### src/rtl/vga_scan_ctrl.sv
// Parametrised VGA scan controller: timing counters, linear framebuffer reads,
// built-in test patterns and a two-stage registered output pipeline.
module vga_scan_ctrl #(
  parameter int H_VISIBLE  = 640,
  parameter int H_FRONT    = 16,
  parameter int H_SYNC     = 96,
  parameter int H_BACK     = 48,
  parameter int V_VISIBLE  = 480,
  parameter int V_FRONT    = 10,
  parameter int V_SYNC     = 2,
  parameter int V_BACK     = 33,
  parameter int SYNC_POL   = 0,
  parameter int ADDR_W     = 19,
  parameter int CHECK_LOG2 = 4
) (
  input  logic              clk,
  input  logic              rst,
  input  logic              en,
  input  logic [1:0]        mode,
  input  logic [7:0]        fill_color,
  output logic              fb_rd,
  output logic [ADDR_W-1:0] fb_addr,
  input  logic [7:0]        fb_data,
  output logic              hsync,
  output logic              vsync,
  output logic              de,
  output logic [2:0]        vga_r,
  output logic [2:0]        vga_g,
  output logic [1:0]        vga_b,
  output logic              frame_start,
  output logic              line_start
);

  localparam int H_TOTAL = H_VISIBLE + H_FRONT + H_SYNC + H_BACK;
  localparam int V_TOTAL = V_VISIBLE + V_FRONT + V_SYNC + V_BACK;
  localparam int HW      = $clog2(H_TOTAL);
  localparam int VW      = $clog2(V_TOTAL);
  localparam int BAR_W   = (H_VISIBLE / 8 > 0) ? H_VISIBLE / 8 : 1;
  localparam logic SP    = (SYNC_POL != 0);

  // Stage 0 state
  logic [HW-1:0]     h_cnt;
  logic [VW-1:0]     v_cnt;
  logic [1:0]        mode_q;
  logic [ADDR_W-1:0] addr_cnt;

  // Stage 1 state
  logic          fb_rd_q;
  logic          vis_s1, hs_s1, vs_s1, fs_s1, ls_s1;
  logic [1:0]    mode_s1;
  logic [HW-1:0] h_s1;
  logic [VW-1:0] v_s1;

  int         h_i, v_i;
  logic       h_vis, v_vis, visible, hs_raw, vs_raw;
  logic       at_origin, h_wrap, v_wrap, last_pix;
  logic [1:0] mode_eff;

  always_comb begin
    h_i       = int'(h_cnt);
    v_i       = int'(v_cnt);
    h_vis     = h_i < H_VISIBLE;
    v_vis     = v_i < V_VISIBLE;
    visible   = h_vis && v_vis;
    hs_raw    = (h_i >= H_VISIBLE + H_FRONT) && (h_i < H_VISIBLE + H_FRONT + H_SYNC);
    vs_raw    = (v_i >= V_VISIBLE + V_FRONT) && (v_i < V_VISIBLE + V_FRONT + V_SYNC);
    at_origin = (h_i == 0) && (v_i == 0);
    h_wrap    = h_i == H_TOTAL - 1;
    v_wrap    = v_i == V_TOTAL - 1;
    last_pix  = (h_i == H_VISIBLE - 1) && (v_i == V_VISIBLE - 1);
    // The frame's first pixel already uses the mode being latched on this edge.
    mode_eff  = at_origin ? mode : mode_q;
  end

  always_ff @(posedge clk or posedge rst) begin
    if (rst) begin
      h_cnt    <= '0;
      v_cnt    <= '0;
      mode_q   <= '0;
      addr_cnt <= '0;
    end else if (en) begin
      h_cnt <= h_wrap ? '0 : h_cnt + 1'b1;
      if (h_wrap) v_cnt <= v_wrap ? '0 : v_cnt + 1'b1;
      if (at_origin) mode_q <= mode;
      if (last_pix) addr_cnt <= '0;
      else if (visible) addr_cnt <= addr_cnt + 1'b1;
    end
  end

  always_ff @(posedge clk or posedge rst) begin
    if (rst) begin
      fb_rd_q <= 1'b0;
      fb_addr <= '0;
      vis_s1  <= 1'b0;
      hs_s1   <= 1'b0;
      vs_s1   <= 1'b0;
      fs_s1   <= 1'b0;
      ls_s1   <= 1'b0;
      mode_s1 <= '0;
      h_s1    <= '0;
      v_s1    <= '0;
    end else if (en) begin
      fb_rd_q <= visible && (mode_eff == 2'd0);
      fb_addr <= addr_cnt;
      vis_s1  <= visible;
      hs_s1   <= hs_raw;
      vs_s1   <= vs_raw;
      fs_s1   <= at_origin && visible;
      ls_s1   <= (h_i == 0) && v_vis;
      mode_s1 <= mode_eff;
      h_s1    <= h_cnt;
      v_s1    <= v_cnt;
    end
  end

  // A frozen pipeline must not look like a fresh read request to the memory.
  assign fb_rd = fb_rd_q && en;

  int         bar;
  logic       checker_on;
  logic [7:0] bar_color, color;

  always_comb begin
    bar = int'(h_s1) / BAR_W;
    if (bar > 7) bar = 7;
    case (bar)
      0:       bar_color = 8'hFF;
      1:       bar_color = 8'hFC;
      2:       bar_color = 8'h1F;
      3:       bar_color = 8'h1C;
      4:       bar_color = 8'hE3;
      5:       bar_color = 8'hE0;
      6:       bar_color = 8'h03;
      default: bar_color = 8'h00;
    endcase
    checker_on = (((int'(h_s1) >> CHECK_LOG2) ^ (int'(v_s1) >> CHECK_LOG2)) & 1) != 0;
    case (mode_s1)
      2'd0:    color = fb_data;
      2'd1:    color = bar_color;
      2'd2:    color = checker_on ? 8'hFF : 8'h00;
      default: color = fill_color;
    endcase
  end

  always_ff @(posedge clk or posedge rst) begin
    if (rst) begin
      hsync                 <= ~SP;
      vsync                 <= ~SP;
      de                    <= 1'b0;
      {vga_r, vga_g, vga_b} <= '0;
      frame_start           <= 1'b0;
      line_start            <= 1'b0;
    end else if (en) begin
      hsync                 <= hs_s1 ? SP : ~SP;
      vsync                 <= vs_s1 ? SP : ~SP;
      de                    <= vis_s1;
      {vga_r, vga_g, vga_b} <= vis_s1 ? color : 8'h00;
      frame_start           <= fs_s1;
      line_start            <= ls_s1;
    end
  end

endmodule
### config.mk
export PLATFORM = sky130hd
export DESIGN_NAME = vga_scan_ctrl
export DESIGN_NICKNAME = d
export VERILOG_FILES = /design/src/rtl/vga_scan_ctrl.sv
export SDC_FILE = /design/constraint.sdc
export NUM_CORES = 1
export LEC_CHECK = 0
export ABC_AREA = 1
export CAP_MARGIN = 20
export CORE_AREA = 2 2 103 105
export CTS_CLUSTER_SIZE = 8
export DETAILED_ROUTE_END_ITERATION = 8
export DIE_AREA = 0 0 105 107
export PLACE_DENSITY_LB_ADDON = 0.05
export SYNTH_ARGS = -nofsm -noshare
export SYNTH_HDL_FRONTEND = slang
export SYNTH_SLANG_ARGS = --single-unit
### constraint.sdc
create_clock -name clk -period 2.59 [get_ports clk]
set_input_delay 0.518 -clock clk [delete_from_list [all_inputs] [get_ports clk]]
set_output_delay 0.518 -clock clk [all_outputs]
set_load 0.01 [all_outputs]
==> run summary, run 1 <==
Setup violations, final = 0
Row cnt = 37
RSZ-0062 raised after global routing = false
Logic gate share of total power = 28.8%
Die area = 11200 um^2
Minimum clock period = 2.34 ns
DRT Wirelength = 10.1 mm
Synth async-reset ratio = 100%
Routability Congestion = 0.841
Core area = 10100 um^2
Detail-routed via count per cell = 5.00
Cell taking the most area after synthesis = dfrtp_1
Worst Setup Path Type = reg -> reg
Port Buf Inserts = 53
Worst VDD drop = 0.000458 V
Startpoint types = flop
Max_cap viols = 0
Number of global-route vias before repair = 3780
Io pins = 54
FF-to-FF path depth = 17
Synth top area share = 47.0%
Post-synthesis sequential area ratio = 48.2%
Clk Latency, worst-skew pair = 0.36 ns
Top area cells in the synthesized netlist = dfrtp_1 (47%), nand2_1 (11%), inv_1 (6.4%)
Net switching power = 1.27 mW
Initial DRC count = 204
CTS tree = yes
Number of CTS-inserted buffers = 9
Syn Nets = 589
Crit-path max FO = 7
Slew @ Worst Pin = 0.478 ns
Largest net degree at the start of global routing = 70
CP Data Required Time = 2.85 ns
Vias = 3842
Final Hold Fails = 0
Antenna viol nets, final = 0
Worst r2r src = h_s1[8]
Period utilization = 90.3%
Sequential Power Share = 46.7%
Number of synthesized flops with an enable pin = 0
H-tree depth = 3
Clock sink count = 86
Crit path capture = vga_b[0]
Final Util = 54.4%
Synth Register Bits = 86
Critical path origin = h_s1[8]
Post-synthesis cell count = 562
PD cells = 690 nW/um^2
Die Height = 107 um
Fin. max-slew vios = 0
FMAX = 427 MHz
CTS Hold Bufs = 0
Cell Int Power = 2.51 mW
Post-Route Skew = 0.0104 ns
Flop-to-flop setup slack = 0.25 ns
Initial core utilization = 44.3%
Setup TNS = 0 ns
DRT Pass-1 Iters = 4
Final global-route overflow total = 0
Yosys warning total = 0
Synthesized cell area = 4470 um^2
Chip width = 105 um
Status = finished, final reports clean
LEAKAGE = 2.65 nW
Clock Tree Buf Depth = 2
Clock share of power = 24.5%
Crit path arrival time = 2.60 ns
Reg2reg end = vga_b[0]
Area Overhead vs Synth = 22.7%
Slew Limit Headroom = 67.9%
Share of cells above drive strength 1 = 10.3%
GRT Util Overall = 19.7%
Syn Area/Cell = 7.96 um^2
Library cells used by synthesis = 40
Antenna violations before repair = 0
Post-route DRC = 0
DP HPWL = 7.44 mm
Dominant synthesized flop cell = dfrtp_1
CTS clock-pin slew for the worst setup and hold paths = 0.09 ns
Ant diodes = 0
Routed len/inst = 13.2 um
Total Nets Final = 655
Min-Delay Path Class = reg -> reg
Crit end category = flop
Fill count = 982
First-pass GRT wire length = 17.8 mm
Clk root buf = clkbuf_8
Switching share of power = 33.6%
==> placed cells by master, fill, tap and decap left out, drive strengths merged <==
cell / instances
nand2: 139
dfrtp: 84
inv: 79
clkdlybuf4s50: 53
o21ai: 50
nor2: 49
nand3: 30
a21oi: 26
nor3: 22
buf: 16
nand4: 13
clkbuf: 11
nor4: 9
xor2: 9
ha: 6
a221oi: 4
o211ai: 4
o31ai: 4
nor3b: 4
clkinv: 4
o22ai: 2
mux2: 2
clkinvlp: 2
dfstp: 2
a2bb2oi: 1
a21boi: 1
o22a: 1
nand3b: 1
a31oi: 1
a211oi: 1
o2111ai: 1
o21bai: 1
bufinv: 1
==> power by group through the flow <==
stage	logic (mW)	clock network [mW]	registers, mW
5_1_grt	1.25	1.03	1.81
4_1_cts	1.09	0.961	1.77
3_3_place_gp	1.07	0	1.79
2_1_floorplan	0.659	0	1.80
3_5_place_dp	1.09	0	1.79
6_report	1.09	0.926	1.77
==> Yosys cell counts (3+ instances only) <==
cell	number
nand2_1	135
dfrtp_1	84
inv_1	76
o21ai_0	49
nor2_1	45
a21oi_1	25
nand3_1	24
nor3_1	19
clkbuf_1	13
nand4_1	13
nor4_1	9
xor2_1	9
ha_1	6
nand3_2	5
a221oi_1	4
inv_2	4
nor3b_1	4
o211ai_1	4
o31ai_1	4
nor2_2	3
nor3_2	3
==> metrics by stage <==
step                      hold slack [ns]  power (mW)  setup slack, ns  cells  area (um^2)
after global placement              0.422        2.86            0.176    752         5250
after global routing                0.469        4.08           0.0123    769         5490
after floorplan                     0.406        2.46            0.373    562         4480
after CTS                           0.439        3.82            0.122    768         5440
final                               0.433        3.79            0.250    769         5490
after detailed placement            0.422        2.88            0.137    752         5250
==> worst max-delay path, cell delays in order, from the launching register on <==
cell and delay (ns):
dfrtp_1 0.43, nor2_4 0.16, inv_2 0.07, ha_1 0.30, o21ai_4 0.21, nand3_2 0.13, nand2_1 0.10, nand2_2 0.08
nor2_4 0.16, nand2_1 0.10, nor2_2 0.10, nor2_2 0.05, nand2_1 0.07, nor2_2 0.04, nand3_2 0.06, nand3_1 0.07
nand2_1 0.08, nand2_1 0.04
==> flip-flops by register name, summed over array words and instances (netlist names), 2 cells and up <==
register  flops
v_cnt        10
vga_b         2
addr_cnt     19
fb_addr      19
h_s1          6
vga_g         3
mode_s1       2
vga_r         3
h_cnt        10
==> worst min-delay path by stage <==
| stage | slack, ns | cells after the start | to | from |
|---|---|---|---|---|
| final | 0.43 | 1 | vsync | vs_s1 |
| after global routing | 0.47 | 1 | hsync | hs_s1 |
| after floorplan | 0.41 | 1 | hsync | hs_s1 |
| after detailed placement | 0.42 | 1 | vsync | vs_s1 |
| after CTS | 0.44 | 1 | vsync | vs_s1 |
| after global placement | 0.42 | 1 | vsync | vs_s1 |
==> repair_timing <==
action                     CTS  global route
buffers inserted             0             1
setup endpoints to repair    0             5
gates resized for setup      0             9
==> area by class of cell <==
class | instances | area, um^2 | area share, %
flip-flops and latches | 86 | 2150 | 39.3
multi-input cells | 381 | 2000 | 36.4
repair buffers | 69 | 663 | 12.1
inverters | 81 | 309 | 5.63
well taps | 136 | 170 | 3.10
clock buffers | 11 | 131 | 2.39
clock inverters | 5 | 60.1 | 1.09
==> layer usage <==
layer  routed length, um  GRT usage, %  share of wire, %
met1                5080          27.6                50
met2                4520          30.1                45
met3                 398          4.68               3.9
met4                 142          6.48               1.4
met5                   0             0                 0
==> cells by family after synthesis <==
group | Yosys count | share of synthesized area (%)
xor gates and xnor gates | 9 | 1.76
DFF | 86 | 48.2
buffers and inverters | 95 | 8.03
and+or+nand+nor | 267 | 27.6
adders and majority gates | 6 | 1.68
muxes | 2 | 0.503
AOI/OAI and AO/OA | 97 | 12.3
Power figures use the tool's default switching activity.
==> run 2, diff against run 1 <==
- CORE_AREA: 2 2 103 105 -> 2 2 98 100
- DIE_AREA: 0 0 105 107 -> 0 0 100 102
==> run summary, run 2 (same netlist as run 1, synthesis figures left out) <==
Status = finished, final reports clean (unchanged)
Area Overhead vs Synth = 21.8% (was 22.7%)
Worst setup margin = 0.169 ns (was 0.250 ns)
Number of global-route vias before repair = 3709 (was 3780)
Chip width = 100 um (was 105 um)
Initial core utilization = 49.1% (was 44.3%)
Pre-CTS WS = 0.0326 ns (was 0.137 ns)
Die area = 10200 um^2 (was 11200 um^2)
Placed insts = 725 (was 752)
Met3 WL = 443 um (was 398 um)
Commonest non-fill, non-tap cells in the layout = nand2_1 (134), dfrtp_1 (84), inv_1 (75) (was nand2_1 (133), dfrtp_1 (84), inv_1 (74))
Vias = 3905 (was 3842)
Most common cell after layout, fill and taps aside = nand2_1 (unchanged)
Row cnt = 35 (was 37)
CP Data Required Time = 2.90 ns (was 2.85 ns)
Met2 wire length = 4.61 mm (was 4.52 mm)
First-pass GRT wire length = 17.2 mm (was 17.8 mm)
Worst Setup Path Type = reg -> reg (unchanged)
GRT Util Overall = 21.4% (was 19.7%)
Minimum clock period = 2.42 ns (was 2.34 ns)
CTS clock-pin slew for the worst setup and hold paths = 0.10 ns (was 0.09 ns)
Critical path's most frequent cell = nand2_1 (unchanged)
Post-Route Skew = 0.0163 ns (was 0.0104 ns)
Hold WS = 0.435 ns (was 0.433 ns)
Startpoint types = flop (unchanged)
Clock sink count = 86 (unchanged)
Port Buf Inserts = 53 (unchanged)
Clk root buf = clkbuf_8 (unchanged)
Routed len/inst = 13.6 um (was 13.2 um)
Final cell count without fillers = 742 (was 769)
Max_cap viols = 0 (unchanged)
Ant diodes = 0 (unchanged)
Post-Route M1 WL = 4.93 mm (was 5.08 mm)
Final global-route overflow total = 0 (unchanged)
Initial DRC count = 191 (was 204)
Slew @ Worst Pin = 0.594 ns (was 0.478 ns)
Cell Int Power = 2.42 mW (was 2.51 mW)
Logic gate share of total power = 29.2% (was 28.8%)
Fin. max-slew vios = 0 (unchanged)
Final Hold Fails = 0 (unchanged)
Io pins = 54 (unchanged)
Final Util = 59.8% (was 54.4%)
H-tree depth = 3 (unchanged)
Routability Congestion = 0.884 (was 0.841)
Antenna violations before repair = 0 (unchanged)
Detail-routed via count per cell = 5.26 (was 5.00)
CP Buf/Inv Count = 3 (was 1)
Antenna viol nets, final = 0 (unchanged)
Setup TNS = 0 ns (unchanged)
Crit-path max FO = 9 (was 7)
DRT Wirelength = 10.1 mm (about the same)
DP HPWL = 7.56 mm (was 7.44 mm)
Setup violations, final = 0 (unchanged)
CP max stage cell = dfrtp_1 (unchanged)
Post-route DRC = 0 (unchanged)
Largest net degree at the start of global routing = 63 (was 70)
FMAX = 413 MHz (was 427 MHz)
Slew Limit Headroom = 60.3% (was 67.9%)
Min-Delay Path Class = reg -> reg (unchanged)
Max stage delay on crit path = 0.41 ns (was 0.43 ns)
Critical-path cell list = nor2_4 > inv_1 > ha_4 > nand3b_2 > nand3_2 > nand2_1 > nand2_2 > clkinv_2 > nand2_4 > nand3_2 > o21ai_0 > inv_1 > nand2_1 > o211ai_1 > nand2_1 (was nor2_4 > inv_2 > ha_1 > o21ai_4 > nand3_2 > nand2_1 > nand2_2 > nor2_4 > nand2_1 > nor2_2 > nor2_2 > nand2_1 > nor2_2 > nand3_2 > nand3_1 > nand2_1 > nand2_1)
Largest regs = addr_cnt (19), fb_addr (19) (unchanged)
Clock share of power = 23.5% (was 24.5%)
Crit path arrival time = 2.74 ns (was 2.60 ns)
PD cells = 688 nW/um^2 (was 690 nW/um^2)
LEAKAGE = 2.62 nW (was 2.65 nW)
Die Height = 102 um (was 107 um)
Fill count = 841 (was 982)
Sequential Power Share = 47.3% (was 46.7%)
Clk Latency, worst-skew pair = 0.37 ns (was 0.36 ns)
Period utilization = 93.5% (was 90.3%)
RSZ-0062 raised after global routing = false (unchanged)
Clock Tree Buf Depth = 2 (unchanged)
Net switching power = 1.32 mW (was 1.27 mW)
Worst VDD drop = 0.000399 V (was 0.000458 V)
Number of CTS-inserted buffers = 9 (unchanged)
Crit end category = flop (unchanged)
CTS Hold Bufs = 0 (unchanged)
Total Nets Final = 653 (was 655)
CTS tree = yes (unchanged)
Share of cells above drive strength 1 = 9.98% (was 10.3%)
Core area = 9110 um^2 (was 10100 um^2)
Delay-heaviest family, CP = simple AND/OR/NAND/NOR gates (unchanged)
Switching share of power = 35.3% (was 33.6%)
DRT Pass-1 Iters = 5 (was 4)
Uppermost layer routed = met4 (unchanged)
==> run 2: cell count changes in the layout (fill, tap and decap cells not counted), moves of 2 or more <==
| cell | change |
|---|---|
| buf_4 | -4 |
| buf_12 | +2 |
| clkbuf_1 | -2 |
| inv_6 | +2 |
==> run 2: worst register-to-register path: cells and delay by family (launching register included) <==
family | cells | cell delay (ns)
fa+ha+maj | 1 | 0.16
simple gates | 9 | 1.12
buf+inv | 3 | 0.31
flops | 1 | 0.41
compound gates | 2 | 0.38
==> run 2: what timing repair did <==
action / in CTS / in global routing
setup endpoints to repair: 0 / 5
resized for setup: 0 / 5
buffers inserted: 0 / 1
==> run 2: final timing paths <==
| path | start | end | slack, ns | depth (start not counted) |
|---|---|---|---|---|
| setup / recovery | h_s1[7] | vga_r[1] | 0.17 | 15 |
| hold / removal | vs_s1 | vsync | 0.43 | 1 |
| setup reg to reg | h_s1[7] | vga_r[1] | 0.17 | 15 |
| hold reg to reg | vs_s1 | vsync | 0.43 | 1 |
| max in group asynchronous | rst | addr_cnt[17] | 1.41 | 3 |
| min in group asynchronous | rst | vga_b[0] | 0.57 | 2 |
==> run 2: through the flow <==
step                      instance area [um^2]  power [mW]
after floorplan                           4480        2.46
after global routing                      5450        4.02
final                                     5450        3.74
after global placement                    5230        2.86
after detailed placement                  5230        2.89
after CTS                                 5410        3.78
==> run 2: cell type report <==
| cell class | count | area, um^2 | area share [%] |
|---|---|---|---|
| multi-input combinational | 381 | 1990 | 36.5 |
| inverter | 81 | 309 | 5.67 |
| timing repair buffer | 67 | 673 | 12.4 |
| clock buffer | 9 | 124 | 2.27 |
| clock inverter | 7 | 57.6 | 1.06 |
| tap | 111 | 139 | 2.55 |
| sequential | 86 | 2150 | 39.6 |
==> run 2: power groups by stage <==
| stage | sequential, mW | clock [mW] | combinational [mW] |
|---|---|---|---|
| 5_1_grt | 1.81 | 0.970 | 1.24 |
| 3_3_place_gp | 1.79 | 0 | 1.07 |
| 6_report | 1.77 | 0.881 | 1.09 |
| 2_1_floorplan | 1.80 | 0 | 0.659 |
| 4_1_cts | 1.77 | 0.905 | 1.10 |
| 3_5_place_dp | 1.80 | 0 | 1.10 |
==> run 2: per-layer routing <==
layer,global-route usage [%],vias to the layer above
li1,-,1976
met1,29.8,1834
met2,34.1,89
met3,3.63,6
met4,7.69,0
met5,0,-
==> run 3, diff against run 2 <==
- CORE_AREA: 2 2 98 100 -> 4 4 100 102
- DIE_AREA: 0 0 100 102 -> 0 0 104 106
- SKIP_LAST_GASP: default -> 1
==> run summary, run 3 (same netlist as run 1, synthesis figures left out) <==
Antenna viol nets, final = 0 (unchanged)
Clk Latency, worst-skew pair = 0.35 ns (was 0.37 ns)
Critical-path cell list = clkdlybuf4s50_1 > nand2_1 > inv_1 > clkdlybuf4s50_1 (was nor2_4 > inv_1 > ha_4 > nand3b_2 > nand3_2 > nand2_1 > nand2_2 > clkinv_2 > nand2_4 > nand3_2 > o21ai_0 > inv_1 > nand2_1 > o211ai_1 > nand2_1)
Crit end category = output port (was flop)
Max stage delay on crit path = 0.63 ns (was 0.41 ns)
Commonest non-fill, non-tap cells in the layout = nand2_1 (133), dfrtp_1 (84), inv_1 (74) (was nand2_1 (134), dfrtp_1 (84), inv_1 (75))
Setup TNS = 0 ns (unchanged)
Core area = 9110 um^2 (unchanged)
Most common cell after layout, fill and taps aside = nand2_1 (unchanged)
Fin. max-slew vios = 0 (unchanged)
Clock Tree Buf Depth = 2 (unchanged)
CTS tree = yes (unchanged)
PD cells = 691 nW/um^2 (was 688 nW/um^2)
Minimum clock period = 2.38 ns (was 2.42 ns)
Hold path depth = 1 (unchanged)
Worst r2r src = h_s1[8] (was h_s1[7])
H-tree depth = 3 (unchanged)
Clock sink count = 86 (unchanged)
Row cnt = 35 (unchanged)
Worst VDD drop = 0.000473 V (was 0.000399 V)
Post-Route Skew = 0.0138 ns (was 0.0163 ns)
Min-Delay Path Class = reg -> reg (unchanged)
Final global-route overflow total = 0 (unchanged)
Port Buf Inserts = 53 (unchanged)
Post-route DRC = 0 (unchanged)
Final Hold Fails = 0 (unchanged)
Initial core utilization = 49.1% (unchanged)
First-pass GRT wire length = 17.5 mm (was 17.2 mm)
Slew Limit Headroom = 56.6% (was 60.3%)
FF-to-FF path depth = 17 (was 15)
CP Data Required Time = 2.07 ns (was 2.90 ns)
Startpoint types = primary input (was flop)
Final Util = 60.2% (was 59.8%)
Antenna violations before repair = 0 (unchanged)
Status = finished, final reports clean (unchanged)
Largest regs = addr_cnt (19), fb_addr (19) (unchanged)
GRT Util Overall = 19.1% (was 21.4%)
Max_cap viols = 0 (unchanged)
Crit path arrival time = 1.86 ns (was 2.74 ns)
LEAKAGE = 2.67 nW (was 2.62 nW)
DP HPWL = 7.62 mm (was 7.56 mm)
Worst Setup Path Type = in -> out (was reg -> reg)
Largest net degree at the start of global routing = 35 (was 63)
CP max stage cell = clkdlybuf4s50_1 (was dfrtp_1)
Period utilization = 92.0% (was 93.5%)
CP Buf/Inv Count = 3 (unchanged)
Detail-routed via count per cell = 5.17 (was 5.26)
Io pins = 54 (unchanged)
Hold_sp = vs_s1 (unchanged)
DRT Wirelength = 10.1 mm (about the same)
Hold WS = 0.449 ns (was 0.435 ns)
Ant diodes = 0 (unchanged)
WP depth = 4 (was 15)
Delay-heaviest family, CP = buffers and inverters (was simple AND/OR/NAND/NOR gates)
Vias = 3860 (was 3905)
Setup violations, final = 0 (unchanged)
Critical path origin = en (was h_s1[7])
Die Height = 106 um (was 102 um)
Initial DRC count = 203 (was 191)
Number of global-route vias before repair = 3708 (was 3709)
Routed len/inst = 13.5 um (was 13.6 um)
Chip width = 104 um (was 100 um)
Total Nets Final = 658 (was 653)
CTS clock-pin slew for the worst setup and hold paths = 0.08 ns (was 0.10 ns)
Clk root buf = clkbuf_8 (unchanged)
Critical path's most frequent cell = clkdlybuf4s50_1 (was nand2_1)
Crit-path max FO = 7 (was 9)
DRT Pass-1 Iters = 4 (was 5)
Area Overhead vs Synth = 22.5% (was 21.8%)
FMAX = 420 MHz (was 413 MHz)
Share of cells above drive strength 1 = 10.7% (was 9.98%)
Number of CTS-inserted buffers = 9 (unchanged)
Die area = 11000 um^2 (was 10200 um^2)
Slew @ Worst Pin = 0.649 ns (was 0.594 ns)
Routability Congestion = 0.869 (was 0.884)
## run 3: repair_timing
action | CTS | global route
hold buffers | 0 | 0
setup endpoints to repair | 0 | 5
endpoints found under the hold margin | 0 | 0
setup buffers | 0 | 1
resized for setup | 0 | 9
## run 3: where the power goes
part,internal (mW),switching (mW)
clock,0.447,0.483
sequential,1.58,0.186
combinational,0.480,0.607
## run 3: metrics by stage
stage          power (mW)  setup WS (ns)  std cells  area [um^2]
3_3_place_gp         2.85          0.147        730         5240
5_1_grt              4.06        -0.0215        746         5480
6_report             3.79          0.207        746         5480
4_1_cts              3.83         0.0993        745         5440
2_1_floorplan        2.46          0.373        562         4480
3_5_place_dp         2.88          0.106        730         5240
## run 3: area by class of cell
class,instances,area (um^2)
clock inverter,6,71.3
multi-input combinational,381,2000
fill,871,3630
sequential,86,2150
tap,111,139
inverter,81,309
timing repair buffer,72,686
clock buffer,9,124
## run 3: layer usage
metal  wire length, um  vias to the layer above  global-route usage, %
met2              4570                       67                   30.5
li1                  -                     1984                      -
met5                 0                        -                      0
met4                98                        0                   5.13
met1              5040                     1801                   26.7
met3               372                        8                   4.07
## run 3: final timing paths
kind	endpoint	slack, ns
worst max-delay path	fb_rd	0.21
worst min-delay path	vsync	0.45
worst max register to register	vga_b[1]	0.21
worst min register to register	vsync	0.45
max in group asynchronous	vsync	1.29
min in group asynchronous	addr_cnt[13]	0.60
==> RTL change 1: new RTL, flow settings as in run 2 <==
Set the parameter `SYNC_POL` to 1 (it was 0).
--- a/src/rtl/vga_scan_ctrl.sv
+++ b/src/rtl/vga_scan_ctrl.sv
@@ -9,7 +9,7 @@
   parameter int V_FRONT    = 10,
   parameter int V_SYNC     = 2,
   parameter int V_BACK     = 33,
-  parameter int SYNC_POL   = 0,
+  parameter int SYNC_POL   = 1,
   parameter int ADDR_W     = 19,
   parameter int CHECK_LOG2 = 4
 ) (
Behaviour: not the same (a bounded check fails within 4 cycles, from zero or initial values and one cycle with rst high).
==> RTL change 1 against run 2 <==
- cell count shrank 4.2%
- worst setup slack gained 0.015 ns
- sequential share of layout area grew 0.82 points
- non-clock buffer count shrank 5
- die area is the same
- sequential cell count is the same
- final area shrank 2.1%
- area after synthesis shrank 1.5%
- critical path depth shrank 11
- total power shrank 17%
- routed wire length shrank 3.0%
==> RTL change 1: results (changes against run 2) <==
First-iteration detailed-routing DRC count - 143 (-25%)
WP data arrival - 1.89 ns (-0.85 ns)
Sequential cell area share - 0.404 (+0.00817)
Count of nets after finishing - 623 (-4.6%)
Number of detailed-routing iterations run before antenna repair - 4 (-1)
Worst rel slew slack - 0.637 (+0.0342)
Signal inverters - 83 (+2.5%)
Clock-cell share - 0.0362 (+0.00284)
Global routing usage summed across all routing layers - 0.206 (-0.00775)
Post-Syn Nets - 562 (-4.6%)
Result of the run - complete, no violations
Largest registers - addr_cnt x19, fb_addr x19
Clock share of power - 0.309 (+0.074)
Delay contributed by the slowest stage of the critical path - 0.66 ns (+0.25 ns)
Origin of the worst setup path - en
Depth of the worst register-to-register path - 17 (+2)
Buffer share of cell area - 0.117 (-0.00669)
Most frequent cells after synthesis - sky130_fd_sc_hd__nand2_1, sky130_fd_sc_hd__dfrtp_1, sky130_fd_sc_hd__inv_1
Detailed-placement wirelength estimate - 7140 um (-5.5%)
Synthesized area per cell - 8.23 um^2 (+3.4%)
Cell depth of the worst min-delay path - 2 (+1)
P_int - 0.00213 W (-12%)
Area of combinational cells with multiple inputs - 0.00191 mm^2 (-4.1%)
Max stage delay cell, worst path - sky130_fd_sc_hd__clkdlybuf4s50_1
Layout cell share with drive strength beyond 1 - 0.0967 (-0.00317)
Count of yosys warnings during synthesis - 0 (unchanged)
Synth area leaders - sky130_fd_sc_hd__dfrtp_1, sky130_fd_sc_hd__nand2_1, sky130_fd_sc_hd__inv_1
Worst IR drop on VDD - 350 uV (-12%)
Largest fanout on the critical path - 4 (-5)
Total placed cells including tap cells - 695 (-4.1%)
Worst setup slack after placement - 0.176 ns (+0.143 ns)
Via count of the first global-routing pass - 3486 (-6.0%)
Final worst clock skew - 0.0150 ns (-0.00137 ns)
Number of fill cells - 816 (-3.0%)
Cell class contributing the biggest share of worst-path delay - buffers and inverters
R2R setup slack - 0.24 ns (+0.07 ns)
Seq/Total Area, Yosys - 0.489 (+0.00696)
WHS Endpoint - fb_addr[11]
Number of different library cells in the post-synthesis netlist - 46 (+15%)
Average routed wire per standard cell - 13.7 um (+1.2%)
Maximum number of pins on one net before global-route repair - 87 (+38%)
Multi-input combinational cell count - 354 (-7.1%)
Number of non-filler instances in the completed layout - 711 (-4.2%)
Beginning of the worst hold path - fb_addr[11]
RTL change 1: cell count changes after synthesis, moves of 3 or more:
| cell | before | now |
|---|---|---|
| sky130_fd_sc_hd__nand2_2 | 2 | 5 |
| sky130_fd_sc_hd__o21ai_1 | 0 | 3 |
| sky130_fd_sc_hd__a21oi_1 | 25 | 22 |
| sky130_fd_sc_hd__nor2_2 | 3 | 6 |
| sky130_fd_sc_hd__nand2_1 | 135 | 113 |
| sky130_fd_sc_hd__nor3b_1 | 4 | 7 |
| sky130_fd_sc_hd__nor3_1 | 19 | 14 |
| sky130_fd_sc_hd__nor2_1 | 45 | 34 |
| sky130_fd_sc_hd__o22ai_1 | 2 | 5 |
| sky130_fd_sc_hd__nor3_2 | 3 | 0 |
| sky130_fd_sc_hd__inv_2 | 4 | 7 |
RTL change 1: power groups by stage:
stage               Clock [W]  Sequential, W  Combinational, W
floorplan                   0        0.00154          0.000434
global placement            0        0.00155          0.000596
detailed placement          0        0.00155          0.000608
CTS                  0.000984        0.00153          0.000610
global route          0.00104        0.00154          0.000707
finish               0.000955        0.00153          0.000610
RTL change 1: metal layers:
metal | wire [um] | vias to the layer above | global-route usage
met5 | 0 | - | 0
met3 | 550 | 16 | 0.0465
li1 | - | 1889 | -
met4 | 201 | 0 | 0.0717
met2 | 4180 | 98 | 0.310
met1 | 4840 | 1686 | 0.297
RTL change 1: logic make-up (layout without fill, tap and decap cells):
kind of cell / Yosys count / count (layout) / synth area share
adder cells (fa/ha/maj): 6 / 6 / 0.0170
flip-flops: 86 / 86 / 0.489
XOR/XNOR: 9 / 9 / 0.0179
AND/OR/NAND/NOR: 238 / 238 / 0.264
AO/OA/AOI/OAI: 101 / 101 / 0.132
buffers and inverters: 95 / 160 / 0.0810
RTL change 1: stage by stage:
| stage | hold slack [ns] | area, um^2 | utilization |
|---|---|---|---|
| finish | 0.477 | 5330 | 0.585 |
| global route | 0.516 | 5330 | 0.585 |
| CTS | 0.482 | 5310 | 0.583 |
| detailed placement | 0.460 | 5120 | 0.562 |
| global placement | 0.457 | 5120 | 0.562 |
| floorplan | 0.471 | 4410 | - |
RTL change 1: how the worst max path moves through the flow:
stage | cells past startpoint | slack [ns] | to
6_report | 4 | 0.18 | fb_rd
4_1_cts | 4 | 0.18 | fb_rd
5_1_grt | 17 | -0.01 | vga_b[0]
3_3_place_gp | 4 | 0.17 | fb_rd
2_1_floorplan | 17 | 0.44 | vga_b[0]
3_5_place_dp | 12 | 0.18 | addr_cnt[17]
RTL change 1: timing repair:
action | CTS | global route
setup endpoints to repair | 0 | 2
buffers inserted | 0 | 1
gates resized for setup | 0 | 2
RTL change 1: tightest hold or removal path, delay by kind of cell (launching register included):
| kind | cells | cell delay [ns] |
|---|---|---|
| AND/OR/NAND/NOR | 2 | 0.11 |
| flip-flops | 1 | 0.35 |
==> RTL change 2: new RTL, settings of run 2 <==
Made on the original files. Register the output `fb_addr` once more, cleared by the reset; this adds one clock of latency there. The other outputs are not delayed to match.
--- a/src/rtl/vga_scan_ctrl.sv
+++ b/src/rtl/vga_scan_ctrl.sv
@@ -37,6 +37,8 @@
   localparam int VW      = $clog2(V_TOTAL);
   localparam int BAR_W   = (H_VISIBLE / 8 > 0) ? H_VISIBLE / 8 : 1;
   localparam logic SP    = (SYNC_POL != 0);
+
+  logic [ADDR_W-1:0] fb_addr_s0;
 
   // Stage 0 state
   logic [HW-1:0]     h_cnt;
@@ -90,7 +92,7 @@
   always_ff @(posedge clk or posedge rst) begin
     if (rst) begin
       fb_rd_q <= 1'b0;
-      fb_addr <= '0;
+      fb_addr_s0 <= '0;
       vis_s1  <= 1'b0;
       hs_s1   <= 1'b0;
       vs_s1   <= 1'b0;
@@ -101,7 +103,7 @@
       v_s1    <= '0;
     end else if (en) begin
       fb_rd_q <= visible && (mode_eff == 2'd0);
-      fb_addr <= addr_cnt;
+      fb_addr_s0 <= addr_cnt;
       vis_s1  <= visible;
       hs_s1   <= hs_raw;
       vs_s1   <= vs_raw;
@@ -160,4 +162,12 @@
     end
   end
 
+  always_ff @(posedge clk or posedge rst) begin
+    if (rst) begin
+      fb_addr <= '0;
+    end else begin
+      fb_addr <= fb_addr_s0;
+    end
+  end
+
 endmodule
Check against the original RTL: not equivalent (Yosys sat finds a counterexample within 4 cycles, from zero or initial values and one cycle with rst high).
==> RTL change 2 against run 2 <==
- routed wire length up 1.5%
- utilization up 5.8 points
- largest cell class unchanged
- clock skew down 0.0036 ns
- worst setup slack better by 0.0067 ns
- final area up 9.7%
- area after synthesis up 13%
- total power up 9.1%
- sequential cell count up 19
- worst hold slack worse by 0.065 ns
- largest power group unchanged
- count of clock-buffer cells in the layout up 1
- maximum frequency up 0.28%
==> RTL change 2: results (changes against run 2) <==
Worst slew pin tran - 0.567 ns (-0.0276 ns)
Routability cong. - 0.934 (+5.7%)
Worst IR drop on VDD - 483 uV (+21%)
Worst setup slack after placement - 0.0140 ns (-0.0185 ns)
Average routed wire per standard cell - 13.6 um (+0.15%)
Result of the run - complete, no violations
Detailed-placement wirelength estimate - 7400 um (-2.0%)
Sequential power - 0.00208 W (+18%)
Met2 GRT Util - 0.341 (-0.000520)
Global-route wire length before repair - 17500 um (+1.4%)
Number of instances in the synthesized netlist - 574 (+2.1%)
Total placed cells including tap cells - 736 (+1.5%)
Via density per instance - 5.38 (+2.2%)
Detailed-routing wirelength on met1 - 4890 um (-0.85%)
Synth area leaders - sky130_fd_sc_hd__dfrtp_1, sky130_fd_sc_hd__nand2_1, sky130_fd_sc_hd__inv_1
Seq/Total Area, Yosys - 0.519 (+0.0373)
Period Utilization, post-route - 0.932 (-0.00260)
R2R setup slack - 0.23 ns (+0.06 ns)
Net switching fraction of the power - 0.339 (-0.0134)
Maximum number of pins on one net before global-route repair - 106 (+68%)
Most frequent cells after synthesis - sky130_fd_sc_hd__nand2_1, sky130_fd_sc_hd__dfrtp_1, sky130_fd_sc_hd__inv_1
Global routing usage summed across all routing layers - 0.214 (about the same)
Met1 demand-to-capacity share in global routing - 0.308 (+0.00998)
Post-Syn Nets - 601 (+2.0%)
Leakage power figure - 2.84 nW (+8.3%)
M3 GR Usage - 0.0294 (-0.00684)
Met3 wirelength from detailed routing - 455 um (+2.7%)
Final worst clock skew - 0.0127 ns (-0.00364 ns)
Number of different library cells in the post-synthesis netlist - 49 (+23%)
Layout cell share with drive strength beyond 1 - 0.123 (+0.0234)
Count of nets after finishing - 663 (+1.5%)
Largest fanout on the critical path - 6 (-3)
Logic pwr share - 0.254 (-0.038)
Master cell of the clock root buffer - sky130_fd_sc_hd__clkbuf_8
WL met2 - 4790 um (+4.0%)
First-iteration detailed-routing DRC count - 149 (-22%)
Vias after detailed routing - 4043 (+3.5%)
Via count of the first global-routing pass - 3724 (+0.40%)
WP data arrival - 1.90 ns (-0.84 ns)
## RTL change 2: cell count changes after synthesis, sizes merged, moves of 4 or more
cell	run 2	this run
inv	80	76
dfrtp	84	103
o21ai	50	44
a21oi	26	21
## RTL change 2: cells by family (layout without fill, tap and decap cells)
kind of cell,after synthesis,count (layout),synth area share
and+or+nand+nor,273,273,0.274
xor gates and xnor gates,9,9,0.0156
AOI/OAI and AO/OA,89,89,0.106
adders and majority gates,6,6,0.0148
DFF,105,105,0.519
buffers and inverters,92,159,0.0701
## RTL change 2: final cells by class
type / instances / area [um^2]
fillers: 772 / 3130
flip-flops and latches: 105 / 2630
multi-input cells: 377 / 2090
repair buffers: 65 / 633
inverters: 78 / 298
well taps: 111 / 139
clock buffers: 10 / 128
clock inverters: 6 / 61.3
## RTL change 2: final timing paths
check / from / to / cells past startpoint
max: en / fb_rd / 5
min: fb_addr_s0[1] / fb_addr[1] / 0
max reg2reg: h_s1[7] / vga_b[0] / 17
min reg2reg: fb_addr_s0[1] / fb_addr[1] / 0
max in group asynchronous: rst / vsync / 3
min in group asynchronous: rst / vga_g[0] / 3
## RTL change 2: stage by stage
stage | cell area, um^2 | total power (W) | hold WS, ns
global route | 5980 | 0.00437 | 0.385
finish | 5980 | 0.00408 | 0.370
detailed placement | 5780 | 0.00316 | 0.358
global placement | 5780 | 0.00313 | 0.359
CTS | 5970 | 0.00412 | 0.376
floorplan | 5070 | 0.00280 | 0.354
## RTL change 2: worst max-delay path: stages
cell	delay [ns]
sky130_fd_sc_hd__clkdlybuf4s50_1	0.53
sky130_fd_sc_hd__buf_4	0.18
sky130_fd_sc_hd__nand2_1	0.06
sky130_fd_sc_hd__inv_1	0.05
sky130_fd_sc_hd__clkdlybuf4s50_1	0.55
